`config.mk`:
```
export PLATFORM = sky130hd
export DESIGN_NAME = fpu_decode_stage
export DESIGN_NICKNAME = d
export VERILOG_FILES = /design/src/rtl/fpu_decode_stage_pkg.sv /design/src/rtl/fpu_insn_decoder.sv /design/src/rtl/fpu_decode_stage.sv
export SDC_FILE = /design/constraint.sdc
export NUM_CORES = 1
export LEC_CHECK = 0
export CAP_MARGIN = 25
export CORE_AREA = 2 2 105 107
export CTS_CLUSTER_DIAMETER = 80
export DETAILED_ROUTE_END_ITERATION = 6
export DIE_AREA = 0 0 107 109
export GPL_TIMING_DRIVEN = 1
export PLACE_DENSITY = 0.87
export SLEW_MARGIN = 20
export SYNTH_ARGS = -nofsm -noshare
export SYNTH_HDL_FRONTEND = slang
export SYNTH_SLANG_ARGS = --single-unit
```
`constraint.sdc`:
```
create_clock -name CLK -period 7 [get_ports CLK]
set_clock_uncertainty 0.1 [all_clocks]
set_input_delay 1.4 -clock CLK [delete_from_list [all_inputs] [get_ports CLK]]
set_output_delay 1.4 -clock CLK [all_outputs]
set_load 0.05 [all_outputs]
```
`src/rtl/fpu_decode_stage_pkg.sv`:
```
// -----------------------------------------------------------------------------
// fpu_decode_stage_pkg
// Shared types and constants for the half-precision (Zhinx) FPU issue stage:
//   - rv32zhinx_insn_t : raw OP-FP / fused instruction field layout
//   - fpu_operation_t  : 4-bit operation code handed to the execute datapath
//   - fpu_sgnj_rm_t    : sub-op select carried in rm for FSGNJ*
//   - fpu_decoded_t    : decoded record stored in the issue FIFO
// Optional feature macro used by the importing modules: FPU_FUSED_EN.
// -----------------------------------------------------------------------------
package fpu_decode_stage_pkg;

    localparam int DATA_W = 16;

    // Major opcodes
    localparam logic [6:0] OPC_OP_FP  = 7'b1010011;
    localparam logic [6:0] OPC_FMADD  = 7'b1000011;
    localparam logic [6:0] OPC_FMSUB  = 7'b1000111;
    localparam logic [6:0] OPC_FNMSUB = 7'b1001011;
    localparam logic [6:0] OPC_FNMADD = 7'b1001111;

    localparam logic [1:0] FMT_HALF = 2'b10;

    // OP-FP funct5 values
    localparam logic [4:0] F5_ADD    = 5'b00000;
    localparam logic [4:0] F5_SUB    = 5'b00001;
    localparam logic [4:0] F5_MUL    = 5'b00010;
    localparam logic [4:0] F5_DIV    = 5'b00011;
    localparam logic [4:0] F5_SGNJ   = 5'b00100;
    localparam logic [4:0] F5_MINMAX = 5'b00101;
    localparam logic [4:0] F5_SQRT   = 5'b01011;
    localparam logic [4:0] F5_COMP   = 5'b10100;
    localparam logic [4:0] F5_CLASS  = 5'b11100;

    // Rounding-mode encodings
    localparam logic [2:0] RM_RNE         = 3'b000;
    localparam logic [2:0] RM_RTZ         = 3'b001;
    localparam logic [2:0] RM_DYN         = 3'b111;
    localparam logic [2:0] RM_ILLEGAL_101 = 3'b101;
    localparam logic [2:0] RM_ILLEGAL_110 = 3'b110;
    localparam logic [2:0] RM_ILLEGAL_111 = 3'b111;

    typedef enum logic [3:0] {
        FPU_HALF_ADD    = 4'd0,
        FPU_HALF_SUB    = 4'd1,
        FPU_HALF_MUL    = 4'd2,
        FPU_HALF_DIV    = 4'd3,
        FPU_HALF_SQRT   = 4'd4,
        FPU_HALF_MINMAX = 4'd5,
        FPU_HALF_SGNJ   = 4'd6,
        FPU_HALF_COMP   = 4'd7,
        FPU_HALF_CLASS  = 4'd8,
        FPU_HALF_MADD   = 4'd9,
        FPU_HALF_MSUB   = 4'd10,
        FPU_HALF_NMADD  = 4'd11,
        FPU_HALF_NMSUB  = 4'd12
    } fpu_operation_t;

    typedef enum logic [2:0] {
        FPU_SGNJ  = 3'b000,
        FPU_SGNJN = 3'b001,
        FPU_SGNJX = 3'b010
    } fpu_sgnj_rm_t;

    // funct5 doubles as rs3 for the fused (R4) formats
    typedef struct packed {
        logic [4:0] funct5;
        logic [1:0] fmt;
        logic [4:0] rs2;
        logic [4:0] rs1;
        logic [2:0] rm;
        logic [4:0] rd;
        logic [6:0] opcode;
    } rv32zhinx_insn_t;

    typedef struct packed {
        fpu_operation_t    op;
        logic [2:0]        rm;
        logic [DATA_W-1:0] a;
        logic [DATA_W-1:0] b;
        logic [DATA_W-1:0] c;
        logic [4:0]        rd;
        logic              illegal;
    } fpu_decoded_t;

endpackage

```
`src/rtl/fpu_insn_decoder.sv`:
```
// -----------------------------------------------------------------------------
// fpu_insn_decoder
// Purely combinational decode of one OP-FP / fused half-precision instruction
// into an fpu_decoded_t record, resolving the dynamic rounding mode from frm.
// Ports:
//   insn       in  32  raw instruction (rv32zhinx_insn_t layout)
//   frm        in   3  current dynamic rounding mode
//   op_a/b/c   in  16  rs1/rs2/rs3 operand halves
//   dec        out     decoded record (op, rm, a, b, c, rd, illegal)
// Macro: FPU_FUSED_EN enables the four fused opcodes; otherwise they decode
// as illegal and dec.c is 0.
// -----------------------------------------------------------------------------
module fpu_insn_decoder
    import fpu_decode_stage_pkg::*;
(
    input  logic [31:0]       insn,
    input  logic [2:0]        frm,
    input  logic [DATA_W-1:0] op_a,
    input  logic [DATA_W-1:0] op_b,
    input  logic [DATA_W-1:0] op_c,
    output fpu_decoded_t      dec
);

    function automatic logic [2:0] resolve_rm(input logic [2:0] rm, input logic [2:0] dyn_rm);
        return (rm == RM_DYN) ? dyn_rm : rm;
    endfunction

    function automatic logic rm_is_illegal(input logic [2:0] rm);
        return (rm == RM_ILLEGAL_101) || (rm == RM_ILLEGAL_110) || (rm == RM_ILLEGAL_111);
    endfunction

    rv32zhinx_insn_t f;
    assign f = rv32zhinx_insn_t'(insn);

    fpu_operation_t op;
    logic           uses_rm;
    logic           illegal;
    logic [2:0]     rm_res;
    logic           is_half;

    assign is_half = (f.fmt == FMT_HALF);

    always_comb begin
        op      = FPU_HALF_ADD;
        uses_rm = 1'b0;
        illegal = 1'b0;
        rm_res  = resolve_rm(f.rm, frm);
        dec     = '0;

        case (f.opcode)
            OPC_OP_FP: begin
                if (!is_half) begin
                    illegal = 1'b1;
                end else begin
                    case (f.funct5)
                        F5_ADD: begin op = FPU_HALF_ADD; uses_rm = 1'b1; end
                        F5_SUB: begin op = FPU_HALF_SUB; uses_rm = 1'b1; end
                        F5_MUL: begin op = FPU_HALF_MUL; uses_rm = 1'b1; end
                        F5_DIV: begin op = FPU_HALF_DIV; uses_rm = 1'b1; end
                        F5_SQRT: begin
                            op      = FPU_HALF_SQRT;
                            uses_rm = 1'b1;
                            illegal = (f.rs2 != 5'd0);
                        end
                        F5_MINMAX: begin
                            op      = FPU_HALF_MINMAX;
                            illegal = (f.rm > RM_RTZ);
                        end
                        F5_SGNJ: begin
                            op      = FPU_HALF_SGNJ;
                            illegal = (f.rm > 3'(FPU_SGNJX));
                        end
                        F5_COMP: begin
                            op      = FPU_HALF_COMP;
                            illegal = (f.rm > 3'b010);
                        end
                        F5_CLASS: begin
                            op      = FPU_HALF_CLASS;
                            illegal = (f.rs2 != 5'd0) || (f.rm != 3'b001);
                        end
                        default: illegal = 1'b1;
                    endcase
                end
            end
`ifdef FPU_FUSED_EN
            OPC_FMADD:  begin op = FPU_HALF_MADD;  uses_rm = 1'b1; illegal = !is_half; end
            OPC_FMSUB:  begin op = FPU_HALF_MSUB;  uses_rm = 1'b1; illegal = !is_half; end
            OPC_FNMADD: begin op = FPU_HALF_NMADD; uses_rm = 1'b1; illegal = !is_half; end
            OPC_FNMSUB: begin op = FPU_HALF_NMSUB; uses_rm = 1'b1; illegal = !is_half; end
`endif
            default: illegal = 1'b1;
        endcase

        // Only arithmetic ops carry a rounding mode; the others keep rm as a sub-op select
        if (uses_rm && rm_is_illegal(rm_res)) begin
            illegal = 1'b1;
        end

        dec.a  = op_a;
        dec.b  = op_b;
`ifdef FPU_FUSED_EN
        dec.c  = op_c;
`else
        dec.c  = '0;
`endif
        dec.rd = f.rd;
        dec.illegal = illegal;
        if (illegal) begin
            dec.op = FPU_HALF_ADD;
            dec.rm = RM_RNE;
        end else begin
            dec.op = op;
            dec.rm = uses_rm ? rm_res : f.rm;
        end
    end

`ifdef FPU_FUSED_EN
    logic unused_fields;
    assign unused_fields = ^f.rs1;
`else
    logic unused_fields;
    assign unused_fields = ^{f.rs1, op_c};
`endif

endmodule

```
`src/rtl/fpu_decode_stage.sv`:
```
// -----------------------------------------------------------------------------
// fpu_decode_stage
// Issue stage of the half-precision FPU: decodes an incoming instruction and
// buffers the decoded record in a 2-entry FIFO towards the execute datapath.
// Also owns the dynamic rounding-mode register frm.
// Ports:
//   CLK, RST (sync, active-high), flush        control
//   in_valid/in_ready, insn, rs1/rs2/rs3_val   upstream handshake + operands
//   frm_we, frm_wdata, frm                      dynamic rounding mode
//   out_valid/out_ready, out_op, out_rm,
//   out_a/b/c, out_rd, out_illegal             FIFO head towards execute
// Parameter DEPTH: FIFO entries, only 2 supported.
// Macro: FPU_FUSED_EN enables fused ops and the rs3 operand storage.
// -----------------------------------------------------------------------------
module fpu_decode_stage
    import fpu_decode_stage_pkg::*;
#(
    parameter int DEPTH = 2
) (
    input  logic        CLK,
    input  logic        RST,
    input  logic        flush,
    input  logic        in_valid,
    output logic        in_ready,
    input  logic [31:0] insn,
    input  logic [31:0] rs1_val,
    input  logic [31:0] rs2_val,
    input  logic [31:0] rs3_val,
    input  logic        frm_we,
    input  logic [2:0]  frm_wdata,
    output logic [2:0]  frm,
    output logic        out_valid,
    input  logic        out_ready,
    output logic [3:0]  out_op,
    output logic [2:0]  out_rm,
    output logic [15:0] out_a,
    output logic [15:0] out_b,
    output logic [15:0] out_c,
    output logic [4:0]  out_rd,
    output logic        out_illegal
);

    logic [1:0] count_q;
    logic       wr_ptr_q;
    logic       rd_ptr_q;
    logic [2:0] frm_q;

    fpu_decoded_t dec_p0;
    logic         push;
    logic         pop;

    fpu_operation_t    fifo_op_p1  [DEPTH];
    logic [2:0]        fifo_rm_p1  [DEPTH];
    logic [DATA_W-1:0] fifo_a_p1   [DEPTH];
    logic [DATA_W-1:0] fifo_b_p1   [DEPTH];
    logic [4:0]        fifo_rd_p1  [DEPTH];
    logic              fifo_ill_p1 [DEPTH];
`ifdef FPU_FUSED_EN
    logic [DATA_W-1:0] fifo_c_p1   [DEPTH];
`endif

    // ---- p0: combinational decode at acceptance ----
    fpu_insn_decoder u_decoder (
        .insn (insn),
        .frm  (frm_q),
        .op_a (rs1_val[DATA_W-1:0]),
        .op_b (rs2_val[DATA_W-1:0]),
        .op_c (rs3_val[DATA_W-1:0]),
        .dec  (dec_p0)
    );

    // in_ready depends on registered count only, never on out_ready
    assign in_ready  = (count_q < 2'(DEPTH));
    assign out_valid = (count_q != 2'd0);
    // An input presented during flush is dropped even when in_ready is high
    assign push = in_valid && in_ready && !flush;
    assign pop  = out_valid && out_ready;

    always_ff @(posedge CLK) begin
        if (RST || flush) begin
            count_q  <= 2'd0;
            wr_ptr_q <= 1'b0;
            rd_ptr_q <= 1'b0;
        end else begin
            if (push) wr_ptr_q <= ~wr_ptr_q;
            if (pop)  rd_ptr_q <= ~rd_ptr_q;
            case ({push, pop})
                2'b10:   count_q <= count_q + 2'd1;
                2'b01:   count_q <= count_q - 2'd1;
                default: count_q <= count_q;
            endcase
        end
    end

    // frm survives flush; a same-cycle DYN decode sees the old value
    always_ff @(posedge CLK) begin
        if (RST) begin
            frm_q <= RM_RNE;
        end else if (frm_we) begin
            frm_q <= frm_wdata;
        end
    end

    // ---- p1: FIFO storage (cleared on reset so the head reads 0) ----
    always_ff @(posedge CLK) begin
        if (RST) begin
            for (int i = 0; i < DEPTH; i++) begin
                fifo_op_p1[i]  <= FPU_HALF_ADD;
                fifo_rm_p1[i]  <= '0;
                fifo_a_p1[i]   <= '0;
                fifo_b_p1[i]   <= '0;
                fifo_rd_p1[i]  <= '0;
                fifo_ill_p1[i] <= 1'b0;
`ifdef FPU_FUSED_EN
                fifo_c_p1[i]   <= '0;
`endif
            end
        end else if (push) begin
            fifo_op_p1[wr_ptr_q]  <= dec_p0.op;
            fifo_rm_p1[wr_ptr_q]  <= dec_p0.rm;
            fifo_a_p1[wr_ptr_q]   <= dec_p0.a;
            fifo_b_p1[wr_ptr_q]   <= dec_p0.b;
            fifo_rd_p1[wr_ptr_q]  <= dec_p0.rd;
            fifo_ill_p1[wr_ptr_q] <= dec_p0.illegal;
`ifdef FPU_FUSED_EN
            fifo_c_p1[wr_ptr_q]   <= dec_p0.c;
`endif
        end
    end

    assign frm         = frm_q;
    assign out_op      = fifo_op_p1[rd_ptr_q];
    assign out_rm      = fifo_rm_p1[rd_ptr_q];
    assign out_a       = fifo_a_p1[rd_ptr_q];
    assign out_b       = fifo_b_p1[rd_ptr_q];
    assign out_rd      = fifo_rd_p1[rd_ptr_q];
    assign out_illegal = fifo_ill_p1[rd_ptr_q];
`ifdef FPU_FUSED_EN
    assign out_c       = fifo_c_p1[rd_ptr_q];
`else
    assign out_c       = '0;
`endif

    // Upper operand halves and the unused decoded c field are intentionally ignored
`ifdef FPU_FUSED_EN
    logic unused_bits;
    assign unused_bits = ^{rs1_val[31:16], rs2_val[31:16], rs3_val[31:16]};
`else
    logic unused_bits;
    assign unused_bits = ^{rs1_val[31:16], rs2_val[31:16], rs3_val[31:16], dec_p0.c};
`endif

endmodule
```
======== After elaboration in Yosys (flattened, before gate mapping) ========
Memory sizes are Yosys's and may differ from the RTL's. A register that Yosys moved wholly into a read port is not among the register bits.
Cells that the tools add are included.
storage, ports and cells
  memory bits (read-only) ................. 0
  word-level logic and storage cells ...... 105
  bits of input ports ..................... 137
  bits in writable memories ............... 90
  register bits ........................... 7
  latch bits .............................. 0
  memories ................................ 6
operators by class
  multiplexer cells ....................... 49
  $mul .................................... 0
  reduce and logical (&&, ||, !) cells .... 22
  divide/modulo/power cells ............... 0
  shifts and indexed selects .............. 0
  bitwise logic cells ..................... 2
  add/subtract/negate cells ............... 2
  magnitude comparators ................... 3
  equal/unequal tests ..................... 17
memory list
  name         depth  width  rd ports  clocked after Yosys merged registers in  wr ports  RTL line                RTL
  fifo_a_p1    2      16     1         1                                        2         fpu_decode_stage.sv:54  logic [DATA_W-1:0] fifo_a_p1 [DEPTH];
  fifo_b_p1    2      16     1         1                                        2         fpu_decode_stage.sv:55  logic [DATA_W-1:0] fifo_b_p1 [DEPTH];
  fifo_rd_p1   2      5      1         1                                        2         fpu_decode_stage.sv:56  logic [4:0] fifo_rd_p1 [DEPTH];
  fifo_op_p1   2      4      1         1                                        2         fpu_decode_stage.sv:52  fpu_operation_t fifo_op_p1 [DEPTH];
  fifo_rm_p1   2      3      1         1                                        2         fpu_decode_stage.sv:53  logic [2:0] fifo_rm_p1 [DEPTH];
  fifo_ill_p1  2      1      1         1                                        2         fpu_decode_stage.sv:57  logic fifo_ill_p1 [DEPTH];
operators by type and width
  kind                                                  number
  two-way mux 1 bit                                     36
  two-way mux 16 bit                                    2
  case mux 4 bit (8 select lines)                       1
  OR reduction 16 bit                                   2
  equality test 3 bit (second input constant)           4
  two-way mux 4 bit                                     3
  equality test 5 x 2 -> 1 bit (second input constant)  2
  equality test 5 x 3 -> 1 bit (second input constant)  2
  equality test 5 bit (second input constant)           2
  OR reduction 5 bit                                    2
  two-way mux 3 bit                                     3
  OR reduction 4 bit                                    2
  equality test 7 bit (second input constant)           1
  two-way mux 7 bit                                     1
  equality test 5 x 1 -> 1 bit (second input constant)  1
  equality test 5 x 4 -> 1 bit (second input constant)  1
  logical NOT 5 bit                                     1
  two-way mux 5 bit                                     1
  case mux 1 bit (5 select lines)                       1
  nonzero test 5 bit                                    1
  equality test 2 bit (second input constant)           2
  logical AND 1 bit                                     4
  logical OR 1 bit                                      4
  case mux 2 bit (2 select lines)                       1
  other kinds (13)                                      15

======== Longest topological paths before layout ========
Gate-level depths: netlist of run 1.
  depth after elaboration ................. 9
  mapped depth ............................ 7
  mapped depth without buffers ............ 7

======== Modules after synthesis ========
From an unflattened synthesis of run 1, not the netlist that was laid out.
second synthesis, totals
  cell total of the unflattened synthesis .. 416
  area total of the unflattened synthesis .. 5261.3 um2
by module, submodules not included
  module            area each (um2)  cells an instance  instances
  fpu_decode_stage  4429.2           304                1
  fpu_insn_decoder  832.0            112                1

======== Worst setup path after synthesis of run 1 ========
OpenSTA, ideal clock, no wires.
  kind .................................... input -> register
  start point ............................. in flush
  end point ............................... mem fifo_a_p1[0][0], enable pin
  data arrival time ....................... 3874 ps
  data required time ...................... 6443 ps
  path buffers ............................ 0
  slack ................................... 2569 ps
  cell stages on the path ................. 3
  library setup time ...................... 457 ps
  cells stage by stage .................... nor3b_2 > inv_1 > o21bai_1
RTL lines
  item                RTL line                RTL
  start: declaration  fpu_decode_stage.sv:22  input logic flush,
  end: declaration    fpu_decode_stage.sv:54

==> metrics.md, run 1 <==
| Metric | Value |
|---|---|
| Status | finished clean |
| Cell Area, Synth | 4700 µm² |
| Final Cycle Share | 0.544 |
| Unrepaired setup endpoints after global routing | no |
| Routability congestion estimate | roughly 0.87 |
| Antenna diode count | 0 |
| Count of hold-fix buffers inserted at cts | 0 |
| Initial DRC Count | 96 |
| Critical Path AT | 2.31 ns |
| Critical path required time | 5.50 ns |
| WL/cell | roughly 15 µm |
| Top cell type's share of synthesized area | 0.574 |
| GRT Residual Overflow | 0 |
| Crit path cell chain | buf_12 > mux2_2 > clkdlybuf4s50_1 |
| Seq/Total Area, Yosys | 0.609 |
| Worst path bufs/invs | 2 |
| Post-Route Setup TNS | 0 ns |
| Hold_sp | rd_ptr_q$_SDFFE_PP0P_ |
| Final setup viols | 0 |
| Setup Crit Path Kind | reg -> out |
| Crit path max-delay cell type | clkdlybuf4s50_1 |
| Final core utilization | 0.591 |
| GRT Total Usage | 0.163 |
| Worst ir drop on vdd | 89.4 µV |
| Slew Viols, Final | 0 |
| Top-level port count | just over 200 |
| Post-route antenna net violation count | 0 |
| Clk buf depth | 2 |
| Worst-Margin Slew | 0.706 ns |
| Max_cap viols | 0 |
| Critical path's top delay family | buffers and inverters |
| Largest net degree at the start of global routing | between 40 and 50 |
| Final Hold Fails | 0 |
| Total leakage power | 0.00228 µW |
| Final WL | 9.14 mm |
| HPWL Detailed | 6.13 mm |
| Die ar. | 11700 µm² |
| Synth cell types | 47 |
| Fin crit period | 3.81 ns |
| R2R cell count | 6 |
| Die height | 109 µm |
| CTS sink cnt | 98 |
| Synth top area cells | edfxtp_1 (57%), mux2_2 (11%), and2_1 (10%) |
| Yosys top cell by area | edfxtp_1 |
| Total number of vias | 3064 |
| Number of synthesized register bits | 98 |
| Worst-path clk slew | roughly 0.08 ns |
| First-pass GRT wire length | ~15 mm |
| Die Width | 107 µm |
| Avg Cell Area, Syn | 13.6 µm² |
| Starting density of the core | 0.444 |
| Count of nets after finishing | 601 |
| Area growth syn-to-layout | 33.1% |
| CTS-repair resized insts | 0 |
| Worst hold path class | reg -> reg |
| CP Launch Type | flip-flop |
| Number of buffers created by CTS | 9 |
| Power density over the cells | about 210 nW/µm² |
| R2R Path End | fifo_op_p1[1][2]$_SDFFCE_PN0P_ |
| Flop-to-flop setup slack | 4.79 ns |
| FMAX | 263 MHz |
| Clock Root Buffer | clkbuf_8 |
| Clock Latency Late Sink | 0.35 ns |
| Synth warn | 0 |
| Vias in the first global route | 3144 |
| Row Count | 38 |
| Pre-antenna DRT Iters | 4 |
| Hold path cells | 2 |
| Post-synth EDFFs | 90 |
| Postcts setup bufs | 0 |
| Port Buffers | 117 |
| Ys async rst share | 0 |
| H-Tree Depth | 3 |
| Gate Count Post-Synth | around 350 |
| TritonCTS clock tree | yes |
| Top_reg_cell synth | edfxtp_1 |
| Slowest stage delay, CP | 0.70 ns |
| Reg2reg start | count_q[1]$_SDFFE_PP0P_ |
| Core Box Area | 10600 µm² |
| Initial antenna violation count | 0 |
| Proportion of layout cells with a drive suffix above 1 | 0.173 |
| Vias/cell | 5.04 |
| Commonest cells post-synth | edfxtp_1 (90), and2_1 (77), mux2_2 (45) |
| Most frequent cell after synthesis | edfxtp_1 |
| CP endpoint kind | output port |
| Fillcell total | 842 |
| Post-route DRC | 0 |
| Slew margin rel. | 0.528 |
| CP Max Fanout | 29 |
-- final cells by class --
class                   count  area (µm²)  share of cell area
flip-flops and latches     98        2860               0.457
multi-input cells         229        1730               0.276
repair buffers            122        1240               0.198
well taps                 140         175              0.0280
clock buffers              10         128              0.0204
clock inverters             6         114              0.0182
inverters                   3        11.3             0.00180
-- cells by family (layout without fill, tap and decap cells) --
group | count (synthesis) | after routing | synth area share
AO/OA/AOI/OAI | 22 | 22 | 0.0449
XOR/XNOR | 5 | 5 | 0.00931
adder cells (fa/ha/maj) | 1 | 1 | 0.00266
buffers and inverters | 35 | 141 | 0.0423
flip-flops | 98 | 98 | 0.609
multiplexers | 48 | 48 | 0.114
other | 1 | 16 | 0.000797
AND/OR/NAND/NOR | 137 | 137 | 0.177
-- how the worst max path moves through the flow --
stage                                           to  slack (ns)  cells after the start
floorplan            fifo_a_p1[0][0]$_SDFFCE_PN0P_        2.57                      3
global route                              out_b[4]        3.08                      3
global placement    fifo_op_p1[0][2]$_SDFFCE_PN0P_        2.76                      6
finish                                    out_a[4]        3.19                      3
CTS                                       out_b[4]        3.13                      3
detailed placement  fifo_op_p1[0][2]$_SDFFCE_PN0P_        3.14                      6
-- registers in the layout, indices dropped and copies added (netlist names), named ones only --
| register | count |
|---|---|
| fifo_a_p1 | 32 |
| fifo_b_p1 | 32 |
| fifo_rd_p1 | 10 |
| fifo_op_p1 | 8 |
| fifo_rm_p1 | 6 |
| frm | 3 |
| count_q | 2 |
| fifo_ill_p1 | 2 |
| rd_ptr_q | 1 |
| wr_ptr_q | 1 |
-- through the flow --
stage	std cells	hold WS [ns]	power, µW	area [µm²]	worst slack, ns
final	608	0.448	1350	6260	3.19
after floorplan	362	0.420	842	4760	2.57
after detailed placement	592	0.438	931	6020	3.14
after global routing	608	0.491	1390	6260	3.08
after global placement	590	0.428	924	5970	2.76
after CTS	608	0.454	1360	6260	3.13
-- where the power goes --
| part | switching [µW] | internal, µW | leakage (µW) |
|---|---|---|---|
| clock | 190 | 239 | 0.000113 |
| sequential | 9.22 | 668 | 0.00101 |
| combinational | 145 | 95.0 | 0.00116 |
| total | 345 | 1000 | 0.00228 |
-- layout by cell type (no fill, tap or decap), types with 2 or more instances in the layout --
master / n
clkbuf_8: 9
dfxtp_1: 7
o21a_1: 3
inv_1: 3
nand2b_1: 3
o311ai_4: 2
nor3_1: 16
and3_1: 2
nor2_1: 11
and2_1: 77
a21oi_1: 3
mux2_2: 45
clkdlybuf4s50_1: 117
edfxtp_1: 90
buf_4: 3
mux2i_1: 3
nand4_1: 3
bufinv_16: 3
nand3_1: 3
clkinvlp_4: 2
o31ai_1: 2
conb_1: 16
xnor2_1: 4
nand2_1: 5
nor4_1: 2
nor4b_1: 2
or3b_2: 2
-- routing by layer --
layer	wire [µm]	track usage	vias to the layer above
met1	3680	0.192	1478
li1	-	-	1462
met5	0	0	-
met2	4810	0.295	111
met4	142	0.0649	0
met3	499	0.0305	13
-- worst register-to-register path, cell delays in order, from the launching register on --
cell and delay, ns:
dfxtp_1 0.36, nor3b_2 0.28, inv_1 0.20, nor3b_4 0.20, buf_4 0.39, nand4_1 0.23
nor4_1 0.28
Power figures use the tool's default switching activity.
==> inputs of run 2 (changes only) <==
--- a/config.mk
+++ b/config.mk
@@ -6,12 +6,12 @@
 export NUM_CORES = 1
 export LEC_CHECK = 0
 export CAP_MARGIN = 25
-export CORE_AREA = 2 2 105 107
+export CORE_AREA = 2 2 108 110
 export CTS_CLUSTER_DIAMETER = 80
 export DETAILED_ROUTE_END_ITERATION = 6
-export DIE_AREA = 0 0 107 109
+export DIE_AREA = 0 0 110 112
 export GPL_TIMING_DRIVEN = 1
-export PLACE_DENSITY = 0.87
+export PLACE_DENSITY = 0.83
 export SLEW_MARGIN = 20
 export SYNTH_ARGS = -nofsm -noshare
 export SYNTH_HDL_FRONTEND = slang
==> constraint.sdc (replaced) <==
create_clock -name CLK -period 3.8 [get_ports CLK]
set_clock_uncertainty 0.1 [all_clocks]
set_input_delay 0.76 -clock CLK [delete_from_list [all_inputs] [get_ports CLK]]
set_output_delay 0.76 -clock CLK [all_outputs]
set_load 0.05 [all_outputs]
==> run 2 against run 1 <==
Compared with the run above:
- combinational power increased by 85%
- worst setup slack worse by 2.6 ns
- hold slack gained 0.0046 ns
- routed wire length rose by 2.2%
- critical endpoint is now out_rd[4]
- largest cell class unchanged
==> metrics.md, run 2 (synthesis results as in run 1) <==
| Metric | Value |
|---|---|
| Status | finished clean (unchanged) |
| Initial DRC Count | 110 (was 96) |
| Clock Latency Late Sink | 0.32 ns (was 0.35 ns) |
| H-Tree Depth | 3 (unchanged) |
| Commonest non-fill, non-tap cell in the layout | clkdlybuf4s50_1 (unchanged) |
| HPWL Detailed | 6.46 mm (was 6.13 mm) |
| Post-route DRC | 0 (unchanged) |
| Worst hold path class | reg -> reg (unchanged) |
| Crit path cell chain | buf_12 > mux2_2 > clkdlybuf4s50_1 (unchanged) |
| CTS-repair resized insts | 0 (unchanged) |
| Power density over the cells | 415 nW/µm² (was 215 nW/µm²) |
| Die ar. | 12300 µm² (was 11700 µm²) |
| Top-level port count | 203 (unchanged) |
| Area growth syn-to-layout | 34.8% (was 33.1%) |
| Worst ir drop on vdd | 266 µV (was 89.4 µV) |
| Routability congestion estimate | 0.827 (was 0.868) |
| Commonest cells after routing, fill and taps aside | clkdlybuf4s50_1 (117), edfxtp_1 (90), and2_1 (77) (unchanged) |
| Slew Viols, Final | 0 (unchanged) |
| Final setup viols | 0 (unchanged) |
| CTS sink cnt | 98 (unchanged) |
| Critical Path AT | 2.35 ns (was 2.31 ns) |
| Clock Root Buffer | clkbuf_16 (was clkbuf_8) |
| CP endpoint kind | output port (unchanged) |
| Worst-path clk slew | 0.06 ns (was 0.08 ns) |
| Slew margin rel. | 0.578 (was 0.528) |
| Initial antenna violation count | 0 (unchanged) |
| CP Max Fanout | 26 (was 29) |
| Max_cap viols | 0 (unchanged) |
| First-pass GRT wire length | 15.0 mm (was 14.7 mm) |
| Proportion of layout cells with a drive suffix above 1 | 0.174 (was 0.173) |
| Antenna diode count | 0 (unchanged) |
| Setup Crit Path Kind | reg -> out (unchanged) |
| WL/cell | 15.2 µm (was 15.0 µm) |
| Pre-antenna DRT Iters | 4 (unchanged) |
| Total leakage power | 0.00233 µW (was 0.00228 µW) |
| Final Hold Fails | 0 (unchanged) |
| Hold slack | 0.453 ns (was 0.448 ns) |
| TritonCTS clock tree | yes (unchanged) |
| Postcts setup bufs | 0 (unchanged) |
| Die Width | 110 µm (was 107 µm) |
| Row Count | 39 (was 38) |
| Vias in the first global route | 3163 (was 3144) |
| GRT Total Usage | 0.158 (was 0.163) |
| Final Cycle Share | 0.845 |
| Total number of vias | 3049 (was 3064) |
| Final core utilization | 0.568 (was 0.591) |
| Top Registers | fifo_a_p1: 32 flops, fifo_b_p1: 32 flops, fifo_rd_p1: 10 flops (unchanged) |
| Clk buf depth | 2 (unchanged) |
| Starting density of the core | 0.421 (was 0.444) |
| Final WL | 9.34 mm (was 9.14 mm) |
| Vias/cell | 4.97 (was 5.04) |
| Crit path max-delay cell type | clkdlybuf4s50_1 (unchanged) |
| Die height | 112 µm (was 109 µm) |
| Critical path required time | 2.94 ns (was 5.50 ns) |
| Post-Route Setup TNS | 0 ns (unchanged) |
| Fin crit period | 3.21 ns |
| Worst path bufs/invs | 2 (unchanged) |
| Worst-Margin Slew | 0.632 ns (was 0.706 ns) |
| Core Box Area | 11200 µm² (was 10600 µm²) |
| Critical path's top delay family | buffers and inverters (unchanged) |
| Count of hold-fix buffers inserted at cts | 0 (unchanged) |
| Count of nets after finishing | 604 (was 601) |
| GRT Residual Overflow | 0 (unchanged) |
| CP Launch Type | flip-flop (unchanged) |
| Slowest stage delay, CP | 0.72 ns (was 0.70 ns) |
| Largest net degree at the start of global routing | 46 (unchanged) |
| Post-route antenna net violation count | 0 (unchanged) |
| Port Buffers | 117 (unchanged) |
| FMAX | ~310 MHz |
| Number of buffers created by CTS | 9 (unchanged) |
| Unrepaired setup endpoints after global routing | no (unchanged) |
## run 2: power breakdown
part           internal, µW  leakage, µW  total, µW  switching (µW)
combinational           176      0.00118        443             267
clock                   572     0.000146        938             366
sequential             1230      0.00101       1250            17.4
## run 2: worst paths after layout
kind                           startpoint                             to  slack, ns  cells past startpoint
setup / recovery                flip-flop                      out_rd[4]       0.59                      3
hold / removal      rd_ptr_q$_SDFFE_PP0P_                      flip-flop       0.45                      2
setup reg to reg  count_q[1]$_SDFFE_PP0P_  fifo_b_p1[0][7]$_SDFFCE_PN0P_       1.81                      5
hold reg to reg     rd_ptr_q$_SDFFE_PP0P_                      flip-flop       0.45                      2
## run 2: per-stage QoR
step / setup WS [ns] / instance area (µm²) / cells / power [µW]
floorplan: 0.00893 / 4760 / 362 / 1550
global placement: 0.808 / 6030 / 598 / 1710
detailed placement: 0.814 / 6030 / 598 / 1720
CTS: 0.542 / 6340 / 613 / 2660
global route: 0.472 / 6340 / 613 / 2730
finish: 0.589 / 6340 / 613 / 2630
## run 2: worst reg2reg max path: cells and delay by family, from the launching register on
| kind | cells | cell delay (ns) |
|---|---|---|
| buffers and inverters | 2 | 0.55 |
| DFF | 1 | 0.34 |
| and+or+nand+nor | 3 | 0.88 |
## run 2: cell type report
class,instances,area [µm²]
Fill cell,912,4830
Multi-Input combinational cell,229,1720
Inverter,3,11.3
Clock buffer,10,229
Sequential cell,98,2860
Clock inverter,5,80.1
Tap cell,143,179
Timing Repair Buffer,125,1260
## run 2: layer usage
layer	vias up	wire (µm)	track usage
met3	8	574	0.0427
met5	-	0	0
met1	1453	3800	0.189
met4	0	94	0.0498
met2	112	4870	0.273
li1	1476	-	-
==> inputs of run 3 (changes only) <==
--- a/config.mk
+++ b/config.mk
@@ -6,12 +6,12 @@
 export NUM_CORES = 1
 export LEC_CHECK = 0
 export CAP_MARGIN = 25
-export CORE_AREA = 2 2 108 110
+export CORE_AREA = 2 2 113 115
 export CTS_CLUSTER_DIAMETER = 80
 export DETAILED_ROUTE_END_ITERATION = 6
-export DIE_AREA = 0 0 110 112
+export DIE_AREA = 0 0 115 117
 export GPL_TIMING_DRIVEN = 1
-export PLACE_DENSITY = 0.83
+export PLACE_DENSITY = 0.8
 export SLEW_MARGIN = 20
 export SYNTH_ARGS = -nofsm -noshare
 export SYNTH_HDL_FRONTEND = slang
==> constraint.sdc (replaced) <==
create_clock -name CLK -period 2.9 [get_ports CLK]
set_clock_uncertainty 0.1 [all_clocks]
set_input_delay 0.58 -clock CLK [delete_from_list [all_inputs] [get_ports CLK]]
set_output_delay 0.58 -clock CLK [all_outputs]
set_load 0.05 [all_outputs]
==> run 3 against run 2 <==
Compared with the run above:
- core utilization fell by 5.4 points
- power rose by 25%
- critical endpoint is now out_rm[2]
- clock power rose by 14%
==> metrics.md, run 3 (synthesis results as in run 1) <==
| Metric | Value |
|---|---|
| Sw Share | 0.262 (was 0.247) |
| Setup Crit Path Kind | reg -> out (unchanged) |
| Critical Path AT | 2.06 ns (was 2.35 ns) |
| Multi-input gate area | 1720 µm² (unchanged) |
| Fillcell total | 1070 (was 912) |
| Unrepaired setup endpoints after global routing | no (unchanged) |
| Post-route antenna net violation count | 0 (unchanged) |
| Final WS setup | 0.157 ns (was 0.589 ns) |
| Power density over the cells | 520 nW/µm² (was 415 nW/µm²) |
| Final WL | 9.59 mm (was 9.34 mm) |
| Crit path cell chain | buf_12 > mux2_2 > clkdlybuf4s50_1 (unchanged) |
| Hold_sp | rd_ptr_q$_SDFFE_PP0P_ (unchanged) |
| CP Launch Type | flip-flop (unchanged) |
| Port Buffers | 117 (unchanged) |
| Vias/cell | 4.97 (about the same) |
| Pre-antenna DRT Iters | 6 (was 4) |
| Initial antenna violation count | 0 (unchanged) |
| GRT Total Usage | 0.150 (was 0.158) |
| Clock Root Buffer | clkbuf_16 (unchanged) |
| H-Tree Depth | 3 (unchanged) |
| Hold slack | 0.445 ns (was 0.453 ns) |
| Worst ir drop on vdd | 211 µV (was 266 µV) |
| Count of nets after finishing | 604 (unchanged) |
| Worst-path clk slew | 0.06 ns (about the same) |
| Area growth syn-to-layout | 34.3% (was 34.8%) |
| Final Hold Fails | 0 (unchanged) |
| Total number of vias | 3080 (was 3049) |
| Worst hold path class | reg -> reg (unchanged) |
| Final Cycle Share | 0.946 |
| Core Box Area | 12300 µm² (was 11200 µm²) |
| Die Width | 115 µm (was 110 µm) |
| Starting density of the core | 0.382 (was 0.421) |
| Routability congestion estimate | 0.861 (was 0.827) |
| Slowest stage delay, CP | 0.73 ns (was 0.72 ns) |
| Final setup viols | 0 (unchanged) |
| Post-route DRC | 0 (unchanged) |
| Die ar. | 13500 µm² (was 12300 µm²) |
| Slew Viols, Final | 0 (unchanged) |
| Number of buffers created by CTS | 9 (unchanged) |
| Die height | 117 µm (was 112 µm) |
| Design Power | 3290 µW (was 2630 µW) |
| Antenna diode count | 0 (unchanged) |
| Final core utilization | 0.513 (was 0.568) |
| GRT Residual Overflow | 0 (unchanged) |
| First-pass GRT wire length | 15.6 mm (was 15.0 mm) |
| HPWL Detailed | 6.32 mm (was 6.46 mm) |
| FMAX | 365 MHz |
| Status | finished clean (unchanged) |
| CTS-repair resized insts | 0 (unchanged) |
| Initial DRC Count | 186 (was 110) |
| Slew margin rel. | 0.581 (was 0.578) |
| Commonest cells after routing, fill and taps aside | clkdlybuf4s50_1 (117), edfxtp_1 (90), and2_1 (77) (unchanged) |
| P_int | 2420 µW (was 1980 µW) |
| Net Sw Power | 861 µW (was 651 µW) |
| Clock Latency Late Sink | 0.33 ns (was 0.32 ns) |
| Top-level port count | 203 (unchanged) |
| Total leakage power | 0.00232 µW (was 0.00233 µW) |
| Reg2reg start | count_q[1]$_SDFFE_PP0P_ (unchanged) |
| Clk buf depth | 2 (unchanged) |
| Top Registers | fifo_a_p1: 32 flops, fifo_b_p1: 32 flops, fifo_rd_p1: 10 flops (unchanged) |
| CP endpoint kind | output port (unchanged) |
| Post-Route Setup TNS | 0 ns (unchanged) |
| Worst-Margin Slew | 0.626 ns (was 0.632 ns) |
| Worst slack, placed | 0.0998 ns (was 0.814 ns) |
| Critical path required time | 2.22 ns (was 2.94 ns) |
| TritonCTS clock tree | yes (unchanged) |
| Max_cap viols | 0 (unchanged) |
| Combinational share of power | 0.178 (was 0.169) |
| CP Max Fanout | 45 (was 26) |
| Seq pwr share | 0.497 (was 0.475) |
| Clk pwr share | 0.324 (was 0.357) |
| Proportion of layout cells with a drive suffix above 1 | 0.174 (unchanged) |
| Vias in the first global route | 3189 (was 3163) |
| Count of hold-fix buffers inserted at cts | 0 (unchanged) |
| CTS sink cnt | 98 (unchanged) |
| Postcts setup bufs | 0 (unchanged) |
| Row Count | 41 (was 39) |
| Largest net degree at the start of global routing | 46 (unchanged) |
| Fin crit period | about 2.7 ns |
| WL/cell | 15.5 µm (was 15.2 µm) |
| Crit path max-delay cell type | clkdlybuf4s50_1 (unchanged) |
| Reg area | 2860 µm² (unchanged) |
| Commonest non-fill, non-tap cell in the layout | clkdlybuf4s50_1 (unchanged) |
==> run 3: critical path, delay by kind of cell, from the launching register on <==
family / cells / cell delay [ns]
flip-flops: 1 / 0.34
buffers and inverters: 2 / 0.99
multiplexers: 1 / 0.38
==> run 3: stage by stage <==
step,area (µm²),std cells
finish,6320,620
global route,6320,620
CTS,6320,620
detailed placement,6050,605
global placement,6050,605
floorplan,4760,362
==> run 3: final timing paths <==
check | to | slack (ns) | depth (start not counted)
worst max register to register | fifo_op_p1[1][0]$_SDFFCE_PN0P_ | 0.93 | 5
worst max-delay path | out_rm[2] | 0.16 | 3
worst min register to register | flip-flop | 0.44 | 2
worst min-delay path | flip-flop | 0.44 | 2
==> run 3: layout make-up <==
| cell class | instances | share of cell area |
|---|---|---|
| Multi-Input combinational cell | 229 | 0.273 |
| Tap cell | 150 | 0.0297 |
| Timing Repair Buffer | 125 | 0.201 |
| Clock inverter | 4 | 0.00475 |
| Inverter | 3 | 0.00178 |
| Sequential cell | 98 | 0.453 |
| Clock buffer | 11 | 0.0368 |
==> run 3: per-layer routing <==
metal | vias up | GRT usage | wire length (µm)
met4 | 0 | 0.0618 | 160
met3 | 13 | 0.0299 | 552
li1 | 1470 | - | -
met2 | 107 | 0.264 | 4960
met5 | - | 0 | 0
met1 | 1490 | 0.181 | 3920
==> run 3: power groups by stage <==
stage          combinational [µW]  clock, µW  sequential [µW]
6_report                      585       1070             1630
5_1_grt                       620       1160             1640
4_1_cts                       590       1100             1640
3_5_place_dp                  587          0             1670
3_3_place_gp                  581          0             1660
2_1_floorplan                 364          0             1670
